$ cat src/rtl/fetch_stage_if.sv
// Instruction-memory bus between the fetch stage and the instruction memory.
// The fetch stage presents a byte address; the memory answers with the word
// at that address in the same cycle.
interface fetch_stage_if;
  logic [31:0] mem_address;
  logic [31:0] mem_instr;

  modport master (
    output mem_address,
    input  mem_instr
  );

  modport slave (
    input  mem_address,
    output mem_instr
  );
endinterface

$ cat src/rtl/fetch_stage.sv
// Instruction-fetch stage: owns the PC, addresses instruction memory, and
// registers each returned word with its PC for the decoder. Stops on EBREAK,
// on running off the end of memory, or on a misaligned redirect target.
//
// state    | meaning
// ---------+------------------------------------------------------------
// ST_RUN   | normal fetch, one word per unstalled cycle
// ST_HALT  | EBREAK seen or PC past end of memory; frozen until rst
// ST_ERROR | misaligned redirect target; frozen until rst
module fetch_stage #(
  parameter logic [31:0] RESET_PC   = 32'h0000_0000,
  parameter int          MEM_SIZE   = 256,
  parameter logic [31:0] HALT_INSTR = 32'h0010_0073
) (
  input  logic                 clk,
  input  logic                 rst,
  input  logic                 stall,
  input  logic                 redirect_valid,
  input  logic [31:0]          redirect_target,
  fetch_stage_if.master        imem,
  output logic [31:0]          instr_out,
  output logic [31:0]          pc_out,
  output logic                 instr_valid,
  output logic                 halted,
  output logic                 misaligned_err,
  output logic [31:0]          fetch_count
);

  localparam logic [1:0] ST_RUN   = 2'd0;
  localparam logic [1:0] ST_HALT  = 2'd1;
  localparam logic [1:0] ST_ERROR = 2'd2;

  // One bit wider than the PC so a memory of 2^30 words still compares correctly.
  localparam logic [32:0] MEM_LIMIT = 33'(MEM_SIZE) * 33'd4;

  logic [1:0]  state;
  logic [31:0] pc_reg;
  logic        pc_at_limit;
  logic        target_misaligned;

  assign imem.mem_address  = pc_reg;
  assign pc_at_limit       = ({1'b0, pc_reg} >= MEM_LIMIT);
  assign target_misaligned = (redirect_target[1:0] != 2'b00);

  // PC, IF output register, status flags and fetch counter.
  always_ff @(posedge clk) begin
    if (rst) begin
      state          <= ST_RUN;
      pc_reg         <= RESET_PC;
      instr_out      <= 32'h0;
      pc_out         <= 32'h0;
      instr_valid    <= 1'b0;
      halted         <= 1'b0;
      misaligned_err <= 1'b0;
      fetch_count    <= 32'h0;
    end else begin
      case (state)
        ST_RUN: begin
          if (redirect_valid && target_misaligned) begin
            state          <= ST_ERROR;
            misaligned_err <= 1'b1;
            halted         <= 1'b1;
            instr_valid    <= 1'b0;
          end else if (redirect_valid) begin
            // Flush: the word fetched from the old path this cycle is dropped.
            pc_reg      <= redirect_target;
            instr_valid <= 1'b0;
          end else if (stall) begin
            // Everything holds, including instr_valid.
          end else if (pc_at_limit) begin
            state       <= ST_HALT;
            halted      <= 1'b1;
            instr_valid <= 1'b0;
          end else begin
            instr_out   <= imem.mem_instr;
            pc_out      <= pc_reg;
            instr_valid <= 1'b1;
            pc_reg      <= pc_reg + 32'd4;
            if (fetch_count != 32'hFFFF_FFFF) begin
              fetch_count <= fetch_count + 32'd1;
            end
            // The EBREAK word itself still reaches the decoder; halted rises
            // on the following edge together with the valid drop.
            if (imem.mem_instr == HALT_INSTR) begin
              state <= ST_HALT;
            end
          end
        end
        ST_HALT, ST_ERROR: begin
          halted      <= 1'b1;
          instr_valid <= 1'b0;
        end
        default: begin
          state       <= ST_ERROR;
          halted      <= 1'b1;
          instr_valid <= 1'b0;
        end
      endcase
    end
  end

endmodule

$ cat src/flat_wrapper.sv
// flat-port wrapper written by rule: the top's interface ports become plain ports
module fetch_stage_flat 
#(
  parameter logic [31:0] RESET_PC   = 32'h0000_0000,
  parameter int          MEM_SIZE   = 256,
  parameter logic [31:0] HALT_INSTR = 32'h0010_0073
)
  (clk, rst, stall, redirect_valid, redirect_target, instr_out, pc_out, instr_valid, halted, misaligned_err, fetch_count, imem_mem_address, imem_mem_instr);
  fetch_stage_if imem_i ();
  input  logic clk;
  input  logic rst;
  input  logic stall;
  input  logic redirect_valid;
  input  logic [31:0] redirect_target;
  output logic [31:0] instr_out;
  output logic [31:0] pc_out;
  output logic instr_valid;
  output logic halted;
  output logic misaligned_err;
  output logic [31:0] fetch_count;
  output wire logic [$bits(imem_i.mem_address)-1:0] imem_mem_address;
  input wire logic [$bits(imem_i.mem_instr)-1:0] imem_mem_instr;
  assign imem_mem_address = imem_i.mem_address;
  assign imem_i.mem_instr = imem_mem_instr;
  fetch_stage #(.RESET_PC(RESET_PC), .MEM_SIZE(MEM_SIZE), .HALT_INSTR(HALT_INSTR)) u_core (.clk(clk), .rst(rst), .stall(stall), .redirect_valid(redirect_valid), .redirect_target(redirect_target), .imem(imem_i), .instr_out(instr_out), .pc_out(pc_out), .instr_valid(instr_valid), .halted(halted), .misaligned_err(misaligned_err), .fetch_count(fetch_count));
endmodule
$ cat config.mk
export PLATFORM = sky130hd
export DESIGN_NAME = fetch_stage_flat
export DESIGN_NICKNAME = d
export VERILOG_FILES = /design/src/rtl/fetch_stage_if.sv /design/src/rtl/fetch_stage.sv /design/src/flat_wrapper.sv
export SDC_FILE = /design/constraint.sdc
export NUM_CORES = 1
export LEC_CHECK = 0
export CORE_MARGIN = 10
export CORE_UTILIZATION = 48
export CTS_CLUSTER_DIAMETER = 80
export DETAILED_ROUTE_END_ITERATION = 8
export PLACE_DENSITY = 0.95
export SLEW_MARGIN = 25
export SYNTH_ARGS = -nofsm -noshare
export SYNTH_HDL_FRONTEND = slang
export SYNTH_SLANG_ARGS = --single-unit
$ cat constraint.sdc
create_clock -name clk -period 5.18 [get_ports clk]
set_clock_uncertainty 0.15 [all_clocks]
set_input_delay 0.777 -clock clk [delete_from_list [all_inputs] [get_ports clk]]
set_output_delay 0.777 -clock clk [all_outputs]
set_load 0.005 [all_outputs]
==> report_table.html <==
<table>
<tr><th>Metric</th><th>Value</th></tr>
<tr><th colspan="2">Clock network</th></tr>
<tr><td>Clock tree from TritonCTS</td><td>yes</td></tr>
<tr><td>Post-CTS setup buffer count</td><td>0</td></tr>
<tr><td>Clock sink count</td><td>between 100 and 150</td></tr>
<tr><td>Quantity of gates resized following cts</td><td>0</td></tr>
<tr><td>Clock slew seen by the registers of the worst setup and hold paths</td><td>approximately 60 ps</td></tr>
<tr><td>Number of buffers created by CTS</td><td>17</td></tr>
<tr><td>Clk buf depth</td><td>2</td></tr>
<tr><td>Insertion delay of the later-clocked pin in the worst-skew pair</td><td>about 400 ps</td></tr>
<tr><td>CTS root buf</td><td>clkbuf_16</td></tr>
<tr><td>Hold_buf cts</td><td>0</td></tr>
<tr><td>Number of H-tree levels</td><td>4</td></tr>
<tr><th colspan="2">Power</th></tr>
<tr><td>Standby leakage power</td><td>~2.8 nW</td></tr>
<tr><td>Maximum ir drop on the vdd rail</td><td>roughly 0.32 mV</td></tr>
<tr><td>Total design power</td><td>2.803 mW</td></tr>
<tr><td>Switching Fraction</td><td>between 20 and 25%</td></tr>
<tr><td>Share of total power in sequential cells</td><td>39.6%</td></tr>
<tr><td>Internal power contribution</td><td>2.102 mW</td></tr>
<tr><td>Part of the power in combinational logic</td><td>~14%</td></tr>
<tr><td>Reported net switching power</td><td>around 0.7 mW</td></tr>
<tr><td>Total power density per cell area</td><td>around 340 nW/um2</td></tr>
<tr><td>Clock power share</td><td>between 40% and 50%</td></tr>
<tr><th colspan="2">Min path</th></tr>
<tr><td>Path category of the worst min-delay check</td><td>flip-flop to flip-flop</td></tr>
<tr><th colspan="2">STA</th></tr>
<tr><td>Achievable Freq</td><td>about 0.30 GHz</td></tr>
<tr><td>Final-layout worst hold slack</td><td>roughly 300 ps</td></tr>
<tr><td>Normalized max-slew margin</td><td>38.32%</td></tr>
<tr><td>Period utilisation layout</td><td>roughly 64%</td></tr>
<tr><td># setup viols final</td><td>0</td></tr>
<tr><td>Transition time at the pin with the least slew margin</td><td>between 900 and 1000 ps</td></tr>
<tr><td>Minimum clock period after layout</td><td>3321 ps</td></tr>
<tr><td>Accumulated negative setup slack</td><td>0 ps</td></tr>
<tr><td>Final-report max-slew violation count</td><td>0</td></tr>
<tr><td>RSZ-0062 raised after global routing</td><td>false</td></tr>
<tr><td>Count of final hold-check violations</td><td>0</td></tr>
<tr><th colspan="2">Floorplan</th></tr>
<tr><td>Effective utilization at floorplan</td><td>48.79%</td></tr>
<tr><td>Placement row count</td><td>39</td></tr>
<tr><td>Die W</td><td>roughly 130 um</td></tr>
<tr><td>Die Area</td><td>about 16000 um2</td></tr>
<tr><td>Height of the die</td><td>about 130 um</td></tr>
<tr><td>Core region area</td><td>roughly 11000 um2</td></tr>
<tr><td>Number of ports placed on the die boundary</td><td>199</td></tr>
<tr><th colspan="2">Setup path</th></tr>
<tr><td>Cell Chain, Critical Path</td><td>clkdlybuf4s50_1 &gt; nor3b_1 &gt; and3_1 &gt; nand3_1 &gt; or4_1 &gt; a21oi_1</td></tr>
<tr><td>Biggest cell delay along the critical path</td><td>slightly below 700 ps</td></tr>
<tr><td>Type of origin of the critical path</td><td>input pin</td></tr>
<tr><td>Class of the most critical setup path</td><td>input pin to flip-flop</td></tr>
<tr><td>Slowest CP cell</td><td>or4_1</td></tr>
<tr><td>Arrival time at the worst endpoint</td><td>about 3500 ps</td></tr>
<tr><td>Worst EP required</td><td>around 5400 ps</td></tr>
<tr><td>Endpoint type of the worst setup path</td><td>flip-flop</td></tr>
<tr><td>Worst-path maximum fanout</td><td>19</td></tr>
<tr><th colspan="2">Drt</th></tr>
<tr><td>First-iteration detailed-routing DRC count</td><td>between 400 and 500</td></tr>
<tr><td>Antenna viol nets, final</td><td>0</td></tr>
<tr><td>Vias after detailed routing</td><td>roughly 5.9k</td></tr>
<tr><td>Router iterations before antenna repair</td><td>5</td></tr>
<tr><td>DRT Wirelength</td><td>around 19 mm</td></tr>
<tr><td>Wirelength per Cell</td><td>18.28 um</td></tr>
<tr><td>Average via count per standard cell</td><td>around 5.7</td></tr>
<tr><td>DR DRC count</td><td>0</td></tr>
<tr><th colspan="2">GRT</th></tr>
<tr><td>Top Usage Layer GRT</td><td>met2</td></tr>
<tr><td>Overall Global Routing Usage</td><td>21.67%</td></tr>
<tr><td>Via count of the first global-routing pass</td><td>5624</td></tr>
<tr><td>GR met1 Demand/Resource</td><td>24.64%</td></tr>
<tr><td>Global-route met2 utilization</td><td>between 30% and 40%</td></tr>
<tr><td>Met3 usage</td><td>around 6.9%</td></tr>
<tr><td>Pin count of the biggest net entering global routing</td><td>56</td></tr>
<tr><td>Grt total ovfl</td><td>0</td></tr>
<tr><td>Antenna violations before repair</td><td>0</td></tr>
<tr><td>First-pass GRT wire length</td><td>around 29 mm</td></tr>
<tr><th colspan="2">Yosys</th></tr>
<tr><td>Area of the mapped netlist</td><td>between 5000 and 6000 um2</td></tr>
<tr><td>Synthesized flop and latch total</td><td>between 100 and 150</td></tr>
<tr><td>Avg Inst Size Synth</td><td>8.123 um2</td></tr>
<tr><td>Total of warnings raised by yosys</td><td>0</td></tr>
<tr><td>Number of distinct library cells after synthesis</td><td>43</td></tr>
<tr><td>Cells after Synth</td><td>~680</td></tr>
<tr><td>Proportion of synthesized chip area in sequential cells</td><td>47.99%</td></tr>
<tr><td>Total nets after synthesis</td><td>755</td></tr>
<tr><th colspan="2">Outcome</th></tr>
<tr><td>Run status</td><td>finished clean</td></tr>
<tr><th colspan="2">Placement</th></tr>
<tr><td>Port buffer count</td><td>slightly below 200</td></tr>
<tr><td>Half-perimeter wire length after placement</td><td>13.25 mm</td></tr>
<tr><td>Final Wtd Congestion</td><td>approximately 0.88</td></tr>
<tr><th colspan="2">Cells and area</th></tr>
<tr><td>Util after Layout</td><td>roughly 73%</td></tr>
<tr><td>Area growth from synthesis to layout</td><td>49.08%</td></tr>
<tr><td>Fraction of final layout cells sized beyond drive strength 1</td><td>5.448%</td></tr>
<tr><td>Post-layout net count</td><td>940</td></tr>
<tr><td>Antenna Diode Count</td><td>0</td></tr>
<tr><th colspan="2">Run</th></tr>
<tr><td>Maxcap violations</td><td>0</td></tr>
</table>
[placed cells by master (no fill, tap or decap), drive strengths merged, types with 13 or more instances in the layout]
cell type and n:
clkdlybuf4s50 197, nand2 144, dfxtp 133, a21oi 92
nor2 32, o21ai 28, and2 26, nand3 24
clkbuf 22, o31ai 21, or4 18, nor4 15
nand4 15, or3 14, inv 13
[metal layers]
| layer | wire length [um] | vias up |
|---|---|---|
| met5 | 0 | - |
| met4 | 344 | 0 |
| met3 | 1517 | 25 |
| met2 | 9485 | 249 |
| met1 | 7369 | 2780 |
| li1 | - | 2817 |
[worst paths after layout]
check / from / end / slack [ps] / depth (start not counted)
worst max register to register: u_core.state[0]$_SDFFE_PP0P_ / u_core.fetch_count[21]$_SDFFE_PP0P_ / 2090 / 7
worst min register to register: u_core.instr_out[2]$_SDFFE_PP0P_ / u_core.instr_out[2]$_SDFFE_PP0P_ / 300 / 2
worst max-delay path: stall / u_core.fetch_count[21]$_SDFFE_PP0P_ / 1860 / 6
worst min-delay path: u_core.instr_out[2]$_SDFFE_PP0P_ / u_core.instr_out[2]$_SDFFE_PP0P_ / 300 / 2
[worst max-delay path, delay by kind of cell]
| family | cells | cell delay, ps |
|---|---|---|
| AND/OR/NAND/NOR | 4 | 2080 |
| AO/OA/AOI/OAI | 1 | 170 |
| buffers and inverters | 1 | 480 |
[cell type report]
class,count,area (um2)
Fill cell,805,3099
Tap cell,143,178.9
Sequential cell,133,2663
Clock buffer,22,474.2
Timing Repair Buffer,205,2032
Inverter,12,45.04
Clock inverter,10,170.2
Multi-Input combinational cell,499,2708
[kinds of logic (layout without fill, tap and decap cells)]
| logic type | Yosys count | count (layout) | synth area share (%) |
|---|---|---|---|
| AO/OA/AOI/OAI | 169 | 169 | 18.04 |
| XOR/XNOR | 1 | 1 | 0.1579 |
| adder cells (fa/ha/maj) | 4 | 4 | 0.9022 |
| buffers and inverters | 51 | 249 | 3.518 |
| flip-flops | 133 | 133 | 47.99 |
| multiplexers | 6 | 6 | 1.150 |
| AND/OR/NAND/NOR | 319 | 319 | 28.24 |
[power by group through the flow]
| stage | clock, mW | combinational, mW | sequential [mW] |
|---|---|---|---|
| after detailed placement | 0 | 0.385 | 1.13 |
| after CTS | 1.31 | 0.389 | 1.11 |
| after floorplan | 0 | 0.183 | 1.13 |
| after global routing | 1.36 | 0.429 | 1.12 |
| final | 1.30 | 0.392 | 1.11 |
| after global placement | 0 | 0.379 | 1.13 |
[cell usage after synthesis]
master / instances / share of area, %
o31ai_1: 21 / 2.8
o211ai_1: 1 / 0.14
buf_1: 3 / 0.20
nand4_2: 1 / 0.23
inv_1: 12 / 0.81
or2_2: 2 / 0.23
nor2_1: 32 / 2.2
nor3_1: 9 / 0.81
xor2_1: 1 / 0.16
nor4b_1: 1 / 0.16
o21ai_0: 28 / 2.5
dfxtp_1: 133 / 48
a211oi_1: 6 / 0.81
a22o_1: 10 / 1.6
o311ai_2: 1 / 0.29
a31oi_1: 1 / 0.11
nor3b_1: 1 / 0.14
nand2b_1: 2 / 0.23
or4_1: 17 / 2.3
or4_4: 1 / 0.20
a21oi_1: 92 / 8.3
o31a_1: 1 / 0.16
nand4b_1: 1 / 0.16
nor2b_1: 4 / 0.45
nand3_1: 24 / 2.2
clkbuf_1: 33 / 2.2
nand4_1: 14 / 1.6
nand3b_1: 1 / 0.14
o32ai_1: 1 / 0.16
ha_1: 4 / 0.90
o41ai_1: 4 / 0.63
and4_1: 5 / 0.79
mux2i_1: 3 / 0.54
and3_1: 5 / 0.56
mux2_2: 3 / 0.61
buf_2: 3 / 0.27
o2111ai_1: 1 / 0.16
a221oi_1: 1 / 0.16
nor4_1: 15 / 1.7
and2_1: 26 / 2.9
a32o_1: 1 / 0.18
nand2_1: 144 / 9.7
or3_1: 14 / 1.6
[registers in the layout, indices dropped and copies added, names as in the netlist]
signal and cells:
u_core.pc_out 32, u_core.state 2, u_core.instr_out 32, u_core.imem.mem_address 32
u_core.fetch_count 32, u_core.halted 1, u_core.misaligned_err 1, u_core.instr_valid 1
[stage by stage]
stage | setup slack, ps | cell area (um2) | cells
floorplan | 2536 | 5548 | 683
global placement | 1560 | 7614 | 992
detailed placement | 1484 | 7614 | 992
CTS | 1897 | 8258 | 1024
global route | 1653 | 8270 | 1024
finish | 1859 | 8270 | 1024
(Power assumes the default switching activity.)
